`src/rtl/samp_seq.sv`:
```
// Sample/hold timing generator for the sampling switch; all outputs registered, enables lead seq_samp by one cycle.
// No backpressure: start is sampled only in IDLE, stop is honoured only at a period boundary.
module samp_seq #(
    parameter int CNT_W = 8
) (
    input  logic             clk,
    input  logic             rst,
    input  logic             start,
    input  logic             stop,
    input  logic [CNT_W-1:0] cfg_samp_len,
    input  logic [CNT_W-1:0] cfg_hold_len,
    input  logic [CNT_W-1:0] cfg_nconv,
    input  logic             cfg_p_en,
    input  logic             cfg_n_en,
    output logic             seq_samp,
    output logic             samp_p_en,
    output logic             samp_n_en,
    output logic             busy,
    output logic             conv_done,
    output logic [CNT_W-1:0] conv_cnt
);

    typedef enum logic [1:0] {IDLE, ARM, SAMP, HOLD} state_t;

    state_t           state_q, state_d;
    logic [CNT_W-1:0] phase_q, phase_d;
    logic [CNT_W-1:0] samp_len_q, samp_len_d;
    logic [CNT_W-1:0] hold_len_q, hold_len_d;
    logic [CNT_W-1:0] nconv_q, nconv_d;
    logic [CNT_W-1:0] conv_cnt_d;
    logic [CNT_W-1:0] cnt_inc;
    logic             seq_samp_d, samp_p_en_d, samp_n_en_d, busy_d, conv_done_d;

    always_comb begin
        state_d     = state_q;
        phase_d     = phase_q;
        samp_len_d  = samp_len_q;
        hold_len_d  = hold_len_q;
        nconv_d     = nconv_q;
        conv_cnt_d  = conv_cnt;
        seq_samp_d  = seq_samp;
        samp_p_en_d = samp_p_en;
        samp_n_en_d = samp_n_en;
        busy_d      = busy;
        conv_done_d = 1'b0;
        cnt_inc     = conv_cnt + CNT_W'(1);

        case (state_q)
            IDLE: begin
                if (start) begin
                    state_d     = ARM;
                    samp_len_d  = (cfg_samp_len == '0) ? CNT_W'(1) : cfg_samp_len;
                    hold_len_d  = (cfg_hold_len == '0) ? CNT_W'(1) : cfg_hold_len;
                    nconv_d     = cfg_nconv;
                    conv_cnt_d  = '0;
                    busy_d      = 1'b1;
                    samp_p_en_d = cfg_p_en;
                    samp_n_en_d = cfg_n_en;
                end
            end
            ARM: begin
                state_d    = SAMP;
                seq_samp_d = 1'b1;
                phase_d    = samp_len_q - CNT_W'(1);
            end
            SAMP: begin
                // phase counts down the remaining cycles of the current window
                if (phase_q == '0) begin
                    state_d    = HOLD;
                    seq_samp_d = 1'b0;
                    phase_d    = hold_len_q - CNT_W'(1);
                end else begin
                    phase_d = phase_q - CNT_W'(1);
                end
            end
            HOLD: begin
                if (phase_q == '0) begin
                    conv_done_d = 1'b1;
                    conv_cnt_d  = cnt_inc;
                    if (((nconv_q != '0) && (cnt_inc == nconv_q)) || stop) begin
                        state_d     = IDLE;
                        busy_d      = 1'b0;
                        samp_p_en_d = 1'b0;
                        samp_n_en_d = 1'b0;
                    end else begin
                        state_d    = SAMP;
                        seq_samp_d = 1'b1;
                        phase_d    = samp_len_q - CNT_W'(1);
                    end
                end else begin
                    phase_d = phase_q - CNT_W'(1);
                end
            end
            default: state_d = IDLE;
        endcase
    end

    always_ff @(posedge clk or posedge rst) begin
        if (rst) begin
            state_q    <= IDLE;
            phase_q    <= '0;
            samp_len_q <= '0;
            hold_len_q <= '0;
            nconv_q    <= '0;
            conv_cnt   <= '0;
            seq_samp   <= 1'b0;
            samp_p_en  <= 1'b0;
            samp_n_en  <= 1'b0;
            busy       <= 1'b0;
            conv_done  <= 1'b0;
        end else begin
            state_q    <= state_d;
            phase_q    <= phase_d;
            samp_len_q <= samp_len_d;
            hold_len_q <= hold_len_d;
            nconv_q    <= nconv_d;
            conv_cnt   <= conv_cnt_d;
            seq_samp   <= seq_samp_d;
            samp_p_en  <= samp_p_en_d;
            samp_n_en  <= samp_n_en_d;
            busy       <= busy_d;
            conv_done  <= conv_done_d;
        end
    end

endmodule

```
`config.mk`:
```
export PLATFORM = sky130hd
export DESIGN_NAME = samp_seq
export DESIGN_NICKNAME = d
export VERILOG_FILES = /design/src/rtl/samp_seq.sv
export SDC_FILE = /design/constraint.sdc
export NUM_CORES = 1
export LEC_CHECK = 0
export BUFFER_PORTS_ARGS = -buffer_cell sky130_fd_sc_hd__buf_4
export CAP_MARGIN = 25
export CELL_PAD_IN_SITES_DETAIL_PLACEMENT = 1
export CELL_PAD_IN_SITES_GLOBAL_PLACEMENT = 2
export CORE_MARGIN = 4
export CORE_UTILIZATION = 31
export DETAILED_ROUTE_END_ITERATION = 8
export GPL_ROUTABILITY_DRIVEN = 0
export PLACE_DENSITY = 0.86
export SLEW_MARGIN = 20
export SYNTH_ARGS = -nofsm -noshare
export SYNTH_HDL_FRONTEND = slang
export SYNTH_SLANG_ARGS = --single-unit
```
`constraint.sdc`:
```
create_clock -name clk -period 2.5 [get_ports clk]
set_input_delay 0.125 -clock clk [delete_from_list [all_inputs] [get_ports clk]]
set_output_delay 0.125 -clock clk [all_outputs]
set_load 0.05 [all_outputs]
```
==> results of run 1 <==
## sequential cells by signal, summed over array words and instances, names as in the netlist
| signal | flops |
|---|---|
| busy | 1 |
| conv_cnt | 8 |
| conv_done | 1 |
| hold_len_q | 8 |
| nconv_q | 8 |
| phase_q | 8 |
| samp_len_q | 8 |
| samp_n_en | 1 |
| samp_p_en | 1 |
| seq_samp | 1 |
| state_q | 2 |
## what timing repair did
item | in CTS | in global routing
hold buffers | 1 | 0
gates resized for setup | 1 | 4
pin swaps | 0 | 3
setup buffers | 0 | 4
gates cloned | 0 | 0
setup endpoints to repair | 2 | 7
endpoints found under the hold margin | 26 | 0
## area by class of cell
class / count / area (um^2) / share of cell area [%]
multi-input combinational: 263 / 1590 / 44.2
clock buffer: 5 / 68.8 / 1.91
sequential: 47 / 1180 / 32.7
timing repair buffer: 66 / 498 / 13.8
clock inverter: 3 / 67.6 / 1.87
inverter: 17 / 63.8 / 1.77
tap: 108 / 135 / 3.75
## kinds of logic (layout without fill, tap and decap cells)
group / after synthesis / count (layout) / synth area share, %
adders and majority gates: 4 / 4 / 1.74
and+or+nand+nor: 151 / 151 / 24.9
AOI/OAI and AO/OA: 82 / 82 / 18.8
DFF: 47 / 47 / 40.9
xor gates and xnor gates: 22 / 22 / 7.23
muxes: 4 / 4 / 1.48
buffers and inverters: 34 / 91 / 4.92
## power by group
part / switching, mW / leakage (nW) / internal, mW / total (mW)
Clock: 0.280 / 0.0644 / 0.399 / 0.679
Sequential: 0.316 / 0.582 / 1.02 / 1.34
Combinational: 0.861 / 0.969 / 0.716 / 1.58
## cells in the mapped netlist (2+ instances only)
master     n  share of area, %
nand2_1   87                11
dfrtp_1   47                41
o21ai_0   30               5.2
a21oi_1   19               3.3
inv_1     16               2.1
nor2_1    14               1.8
xnor2_1   13               4.0
clkbuf_1  11               1.4
nand3_1   11               1.9
xor2_1     8               2.4
nor4_1     6               1.3
o31ai_1    6               1.6
nor3_1     5              0.87
or4_1      5               1.3
buf_2      4              0.70
ha_1       4               1.7
a32o_1     3               1.0
nand2b_1   3              0.65
nand4_1    3              0.65
o311a_1    3               1.0
a211oi_1   2              0.52
a22oi_1    2              0.52
a31oi_1    2              0.44
and2_1     2              0.44
and3_1     2              0.44
mux2_2     2              0.78
mux2i_1    2              0.70
nor2b_1    2              0.44
nor4b_1    2              0.61
o311ai_0   2              0.61
or3_1      2              0.44
## per-layer routing
metal / vias up / wire length (um) / part of all wire (%) / track usage, %
met5: - / 0 / 0 / 0
met4: 0 / 105 / 1.2 / 4.27
met3: 8 / 289 / 3.4 / 2.05
met2: 61 / 4020 / 47 / 25.8
met1: 1300 / 4070 / 48 / 22.3
li1: 1314 / - / - / -
## worst max-delay path, cell delays in order, from the launching register on
cell       delay [ns]
dfrtp_1          0.42
or4_1            0.53
o31ai_2          0.21
o311a_1          0.29
a2111oi_4        0.07
buf_4            0.18
a21oi_4          0.26
mux2_2           0.38
## stage by stage
stage	utilization [%]	worst slack, ns	setup TNS (ns)
after floorplan	-	0.0263	0
after global placement	38.3	0.129	0
after detailed placement	38.3	0.00237	0
after CTS	40.0	0.0636	0
after global routing	40.6	-0.0467	-0.123
final	40.6	0.0743	0
## how the worst max path moves through the flow
| stage | startpoint | endpoint | slack (ns) | cells past startpoint |
|---|---|---|---|---|
| CTS | conv_cnt[1] | phase_q[4] | 0.06 | 7 |
| global placement | conv_cnt[1] | phase_q[3] | 0.13 | 7 |
| floorplan | conv_cnt[1] | phase_q[3] | 0.03 | 8 |
| finish | nconv_q[3] | phase_q[4] | 0.07 | 7 |
| detailed placement | conv_cnt[1] | phase_q[4] | 0.002 | 7 |
| global route | conv_cnt[1] | phase_q[2] | -0.05 | 9 |
==> impl_metrics.json, run 1 <==
{
  "gr-usage-all-layers_pct": 15.9,
  "syn_to_final_growth_pct": 25.5,
  "synthArstFlopShare_pct": 100,
  "num_io_pins": 43,
  "most-common-layout-cells": "nand2_1 (87), buf_4 (65), dfrtp_1 (44)",
  "clockRootBuffer": "clkbuf_8",
  "critPathArrivalTime_ns": 2.62,
  "reg2reg_to": "phase_q[4]",
  "ir_drop_mv": 0.312,
  "first_pass_iters": 4,
  "die_area_um2": 10900,
  "ys_seq_elements": 47,
  "ys.warnings.count": 0,
  "grt_pass1_wl_um": 14500,
  "p_total_mw": 3.59,
  "hold_viol_final": 0,
  "cp-end-kind": "register",
  "dp.cells": 496,
  "hold_path_depth": 3,
  "dpl.hpwl_um": 6390,
  "fin_area_um2": 3610,
  "synth.net_count": 378,
  "maxSlewHeadroom_pct": 60.4,
  "htree_levels": 2,
  "synth_edf_count": 0,
  "avgSynthCellArea_um2": 8.35,
  "grt_pass1_vias": 2861,
  "worst-slew-pin-transition_ns": 0.593,
  "cts_made_buffers": 5,
  "fin_nets": 434,
  "ant_nets": 0,
  "synthCells": 344,
  "numPortBuffers": 42,
  "cp_data_required_time_ns": 2.70,
  "drt_first_iter_violations": 103,
  "synthFlopType": "dfrtp_1",
  "drc": 0,
  "row_count": 34,
  "n_fill_cell": 1051,
  "clk_latency_ns": 0.31,
  "drive_above_1_share_pct": 22.9,
  "crit_fanout": 7,
  "reg2reg_slack_ns": 0.07,
  "dieHeight_um": 104,
  "crit_type": "register to register",
  "power_density_nw_per_um2": 996,
  "clockBufferDepth": 2,
  "grt_overflow_total": 0,
  "antenna_cells": 0,
  "num_vias": 2683,
  "rr_startpoint": "nconv_q[3]",
  "core_um2": 8890,
  "hp-class": "input port to register",
  "slew_violations": 0,
  "via_per_inst": 5.27,
  "worst_hold_slack_ns": 0.00765,
  "yosysUniqueCellTypes": 55,
  "status": "complete, no violations",
  "rr_worst_depth": 7,
  "die_x_um": 104,
  "grt_max_degree": 30,
  "drv_cap": 0,
  "clk_pin_slew_ns": 0.10,
  "cts.sinks": 47,
  "antenna_found_initial": 0,
  "leakagePower_nw": 1.61,
  "hold_start": "cfg_nconv[5]",
  "ys_seq_area_share_pct": 40.9,
  "drt-total-wl_um": 8480,
  "dpl_cell_area_um2": 3410,
  "cts_tree": "yes",
  "final.setup_skew_ns": 0.00821,
  "finalSetupViolCount": 0,
  "netlist_area_um2": 2870,
  "post-route-period-util_pct": 97.0,
  "initial_core_util_pct": 32.3,
  "start_kind": "register",
  "routedWlPerCell_um": 16.7,
  "max_freq_mhz": 412,
  "layout.cells.non_filler": 509,
  "whs_endpoint": "nconv_q[5]",
  "finalCriticalPeriod_ns": 2.43,
  "final_common_cell": "nand2_1"
}
No activity file was read; power rests on OpenSTA's default activity.
==> run 2, diff against run 1 <==
--- a/config.mk
+++ b/config.mk
@@ -9,6 +9,7 @@
 export CAP_MARGIN = 25
 export CELL_PAD_IN_SITES_DETAIL_PLACEMENT = 1
 export CELL_PAD_IN_SITES_GLOBAL_PLACEMENT = 2
+export CORE_ASPECT_RATIO = 1.5
 export CORE_MARGIN = 4
 export CORE_UTILIZATION = 31
 export DETAILED_ROUTE_END_ITERATION = 8
==> run 2 against run 1 <==
The flow now finishes with violations (negative hold slack). Combinational power decreased by 3%. Register-to-register slack improved by 0.06 ns. Worst hold slack got worse by 0.018 ns. Utilization increased by 0.087 points. Via count increased by 1.1%. First-iteration DRC count decreased by 6.8%. Sequential cell count unchanged. Sequential power about the same. Power decreased by 0.69%. Setup slack improved by 0.055 ns. Design area increased by 0.69%. Clock power increased by 2%. Critical path type unchanged. Critical endpoint is now phase_q[3]. Highest routed layer unchanged.
==> impl_metrics.json, run 2 (synthesis gave the netlist of run 1 again) <==
{
  "post-route-period-util_pct": 94.8,
  "finalCriticalPeriod_ns": 2.37,
  "clkPwrFrac_pct": 19.4,
  "grt_pass1_vias": 2885,
  "grt_max_degree": 48,
  "num_vias": 2713,
  "crit_type": "register to register",
  "intPower_mw": 2.12,
  "hold_viol_final": 13,
  "most-common-layout-cells": "nand2_1 (87), buf_4 (65), dfrtp_1 (45)",
  "cts.sinks": 47,
  "ant_nets": 0,
  "via_per_inst": 5.32,
  "fin_area_um2": 3630,
  "drive_above_1_share_pct": 23.0,
  "power_density_nw_per_um2": 982,
  "wl_met3_um": 317,
  "slowest_delay_ns": 0.54,
  "final_common_cell": "nand2_1",
  "final.setup_skew_ns": 0.00517,
  "clk_latency_ns": 0.30,
  "drc": 0,
  "clockBufferDepth": 2,
  "critPathTopFamily": "compound AO/OA/AOI/OAI gates",
  "dpl_cell_area_um2": 3420,
  "worst_hold_slack_ns": -0.0102,
  "cp_data_required_time_ns": 2.68,
  "crit_fanout": 10,
  "switching_share_pct": 40.6,
  "fin_nets": 434,
  "cts_tree": "yes",
  "path_buf_inv": 1,
  "status": "complete, but fails checks",
  "cp-end-kind": "register",
  "grt_pass1_wl_um": 14500,
  "critPathArrivalTime_ns": 2.55,
  "combPwrFrac_pct": 42.9,
  "drt-total-wl_um": 8620,
  "fin_util_pct": 40.6,
  "core_um2": 8930,
  "p_sw_mw": 1.45,
  "dieHeight_um": 126,
  "violations": "negative hold slack",
  "worstPathCellList": "nand2_1 -> o311a_1 -> o21ai_1 -> a2111oi_4 -> buf_4 -> a21oi_4 -> mux2_2",
  "cts-hold-fix-buffers": 0,
  "die_area_um2": 10900,
  "dpl.hpwl_um": 6490,
  "antenna_cells": 0,
  "die_x_um": 86.6,
  "numPortBuffers": 42,
  "clk_pin_slew_ns": 0.07,
  "drv_cap": 0,
  "layout_setup_ws_ns": 0.129,
  "slew_violations": 0,
  "maxSlewHeadroom_pct": 58.9,
  "layout.cells.non_filler": 510,
  "ir_drop_mv": 0.351,
  "initial_core_util_pct": 32.2,
  "leakagePower_nw": 1.64,
  "num_io_pins": 43,
  "cp_slowest_cell": "dfrtp_1",
  "n_fill_cell": 1094,
  "pre_cts_slack_ns": 0.00667,
  "drt_first_iter_violations": 96,
  "highest_layer": "met4",
  "routedLengthMet1_um": 3560,
  "finalSetupViolCount": 0,
  "antenna_found_initial": 0,
  "cts_made_buffers": 5,
  "routedWlPerCell_um": 16.9,
  "clockRootBuffer": "clkbuf_16",
  "row_count": 42,
  "max_freq_mhz": 422,
  "htree_levels": 2,
  "hp-class": "input port to async pin",
  "rsz0062_at_grt": "false",
  "wl_met2_um": 4540,
  "worst-slew-pin-transition_ns": 0.617,
  "syn_to_final_growth_pct": 26.3,
  "p_total_mw": 3.57,
  "fin_setup_tns_ns": 0,
  "grt_overflow_total": 0,
  "first_pass_iters": 4,
  "gr-usage-all-layers_pct": 16.7,
  "start_kind": "register",
  "pwr-share-seq_pct": 37.6,
  "dp.cells": 500
}
run 2: tightest hold or removal path, cell delays in order:
cell,delay [ns]
buf_4,0.11
inv_2,0.03
buf_4,0.49
run 2: path summary, 6_finish.rpt:
path | start | to | slack, ns | cells after the start
max | conv_cnt[4] | phase_q[3] | 0.13 | 7
min | rst | nconv_q[3] | -0.01 | 3
max reg2reg | conv_cnt[4] | phase_q[3] | 0.13 | 7
min reg2reg | hold_len_q[7] | hold_len_q[7] | 0.51 | 2
max in group asynchronous | rst | conv_cnt[1] | 2.07 | 3
min in group clk | cfg_nconv[5] | nconv_q[5] | 0.02 | 3
run 2: power by group through the flow:
stage          Sequential [mW]  Combinational [mW]  Clock (mW)
2_1_floorplan             1.33                1.01           0
3_3_place_gp              1.33                1.48           0
3_5_place_dp              1.35                1.51           0
4_1_cts                   1.33                1.54       0.713
5_1_grt                   1.39                1.71       0.735
6_report                  1.34                1.53       0.693
run 2: what timing repair did:
item | CTS | global route
setup buffers | 3 | 0
pin swaps | 2 | 2
setup endpoints to repair | 5 | 8
cloned | 0 | 0
resized for setup | 2 | 4
run 2: area by class of cell:
cell class	instances	area (um^2)	share of cell area (%)
clock buffer	6	139	3.82
clock inverter	1	5.00	0.138
timing repair buffer	66	508	14.0
inverter	17	63.8	1.76
tap	110	138	3.79
multi-input combinational	263	1600	44.0
sequential	47	1180	32.5
run 2: metal layers:
metal  global-route usage, %  vias up
li1                        -     1321
met1                    19.5     1335
met2                    29.8       44
met3                    2.88       13
met4                    6.61        0
met5                       0        -
==> run 3, diff against run 2 <==
--- a/config.mk
+++ b/config.mk
@@ -9,7 +9,7 @@
 export CAP_MARGIN = 25
 export CELL_PAD_IN_SITES_DETAIL_PLACEMENT = 1
 export CELL_PAD_IN_SITES_GLOBAL_PLACEMENT = 2
-export CORE_ASPECT_RATIO = 1.5
+export CORE_ASPECT_RATIO = 0.75
 export CORE_MARGIN = 4
 export CORE_UTILIZATION = 31
 export DETAILED_ROUTE_END_ITERATION = 8
==> run 3 against run 2 <==
The run now ends clean. Clock-buffer cell count fell by 1. Critical path depth rose by 1. Design area is 0.93% higher. Global-route usage fell by 0.49 points. Sequential cell count unchanged. Routed wire length grew 4.0%. Clock power increased by 1%. Sequential share of layout area decreased by 0.30 points. Worst hold slack better by 0.022 ns. Non-clock buffer count up 2. Via count up 2.1%. Critical path type unchanged. Critical endpoint is now seq_samp. Largest cell class unchanged. Largest power group unchanged.
==> impl_metrics.json, run 3 (synthesis gave the netlist of run 1 again) <==
{
  "cts.sinks": 47,
  "row_count": 30,
  "rr_startpoint": "nconv_q[3]",
  "die_area_um2": 10900,
  "final_common_cell": "nand2_1",
  "gr-usage-all-layers_pct": 16.2,
  "hold_viol_final": 0,
  "worstPathCellList": "or4_1 -> o31ai_2 -> o311a_1 -> a2111oi_4 -> buf_4 -> buf_4 -> or3_1 -> a32oi_1",
  "ir_drop_mv": 0.361,
  "grt_pass1_wl_um": 14200,
  "slew_violations": 0,
  "most-common-layout-cells": "nand2_1 (87), buf_4 (67), dfrtp_1 (45)",
  "cp_data_required_time_ns": 2.71,
  "via_per_inst": 5.22,
  "drt_first_iter_violations": 165,
  "drive_above_1_share_pct": 23.6,
  "path_buf_inv": 2,
  "syn_to_final_growth_pct": 27.5,
  "routedWlPerCell_um": 16.9,
  "core_um2": 9050,
  "fin_setup_tns_ns": 0,
  "cp-startpoint": "nconv_q[3]",
  "drc": 0,
  "n_fill_cell": 1096,
  "critPathArrivalTime_ns": 2.63,
  "reg2reg_to": "seq_samp",
  "leakagePower_nw": 1.64,
  "numPortBuffers": 42,
  "grt_max_degree": 28,
  "intPower_mw": 2.12,
  "die_x_um": 119,
  "pwr-share-seq_pct": 36.9,
  "post-route-period-util_pct": 96.8,
  "num_io_pins": 43,
  "cpMostUsedCell": "buf_4",
  "crit_path_end": "seq_samp",
  "fin_nets": 436,
  "clk_pin_slew_ns": 0.07,
  "cp.depth": 8,
  "rr_worst_depth": 8,
  "finalCriticalPeriod_ns": 2.42,
  "crit_fanout": 4,
  "clockBufferDepth": 2,
  "grt_overflow_total": 0,
  "start_kind": "register",
  "critPathTopFamily": "simple AND/OR/NAND/NOR gates",
  "clockRootBuffer": "clkbuf_16",
  "final.setup_skew_ns": 0.00684,
  "dieHeight_um": 91.4,
  "status": "complete, no violations",
  "reg2reg_slack_ns": 0.08,
  "num_vias": 2771,
  "finalSetupViolCount": 0,
  "drt-total-wl_um": 8960,
  "hp-class": "input port to register",
  "cts_tree": "yes",
  "clkPwrFrac_pct": 19.1,
  "switching_share_pct": 42.4,
  "drv_cap": 0,
  "slowest_delay_ns": 0.53,
  "grt_pass1_vias": 2666,
  "max_freq_mhz": 413,
  "worst-slew-pin-transition_ns": 0.607,
  "rsz0062_at_grt": "false",
  "clk_latency_ns": 0.30,
  "antenna_found_initial": 0,
  "maxSlewHeadroom_pct": 59.5,
  "power_density_nw_per_um2": 1000,
  "htree_levels": 2,
  "combPwrFrac_pct": 43.9,
  "cts_made_buffers": 5,
  "dpl.hpwl_um": 6800,
  "fin_util_pct": 40.5,
  "p_sw_mw": 1.56,
  "crit_type": "register to register",
  "ant_nets": 0,
  "cp_slowest_cell": "or4_1",
  "cp-end-kind": "register",
  "initial_core_util_pct": 31.8,
  "first_pass_iters": 4,
  "antenna_cells": 0
}
run 3: timing repair:
item / 4_1_cts / 5_1_grt
gates resized for setup: 2 / 5
endpoints found under the setup margin: 3 / 12
hold buffers: 1 / 0
buffers inserted: 1 / 2
hold endpoints to repair: 18 / 0
pin swaps: 1 / 3
run 3: tightest hold or removal path, stage by stage:
cell and delay (ns):
buf_4 0.08, nand2_1 0.04, nand2_1 0.04
run 3: layout make-up:
class / instances / area (um^2) / area share (%)
clock buffer: 5 / 125 / 3.41
clock inverter: 3 / 22.5 / 0.615
inverter: 17 / 63.8 / 1.74
multi-input combinational: 263 / 1600 / 43.7
sequential: 47 / 1180 / 32.2
tap: 128 / 160 / 4.37
timing repair buffer: 68 / 513 / 14.0
run 3: worst min path at each step:
stage / startpoint / to / depth (start not counted)
after global placement: rst / nconv_q[7] / 2
after CTS: cfg_nconv[4] / nconv_q[4] / 3
after floorplan: cfg_hold_len[2] / hold_len_q[2] / 2
after global routing: cfg_nconv[4] / nconv_q[4] / 3
final: cfg_nconv[4] / nconv_q[4] / 3
after detailed placement: rst / nconv_q[7] / 2
run 3: power by group through the flow:
stage / clock, mW / sequential, mW / combinational [mW]
floorplan: 0 / 1.33 / 1.01
global route: 0.740 / 1.40 / 1.77
finish: 0.703 / 1.36 / 1.62
global placement: 0 / 1.34 / 1.49
detailed placement: 0 / 1.35 / 1.55
CTS: 0.716 / 1.34 / 1.59
run 3: per-layer routing:
metal / GRT usage, % / vias to the layer above / share of wire [%]
met3: 2.74 / 8 / 3.7
met5: 0 / - / 0
met1: 24.4 / 1370 / 52
met2: 24.3 / 66 / 44
met4: 3.47 / 0 / 0.86
li1: - / 1327 / -
run 3: stage by stage:
stage	setup WS [ns]	total power [mW]	instances	cell area, um^2	hold WS (ns)
global placement	0.108	2.83	519	3450	0.152
global route	0.00987	3.91	531	3660	0.0184
CTS	0.0190	3.64	529	3620	0.0104
finish	0.0801	3.68	531	3660	0.0119
detailed placement	-0.0209	2.90	519	3450	0.158
floorplan	0.0263	2.34	344	2890	0.230
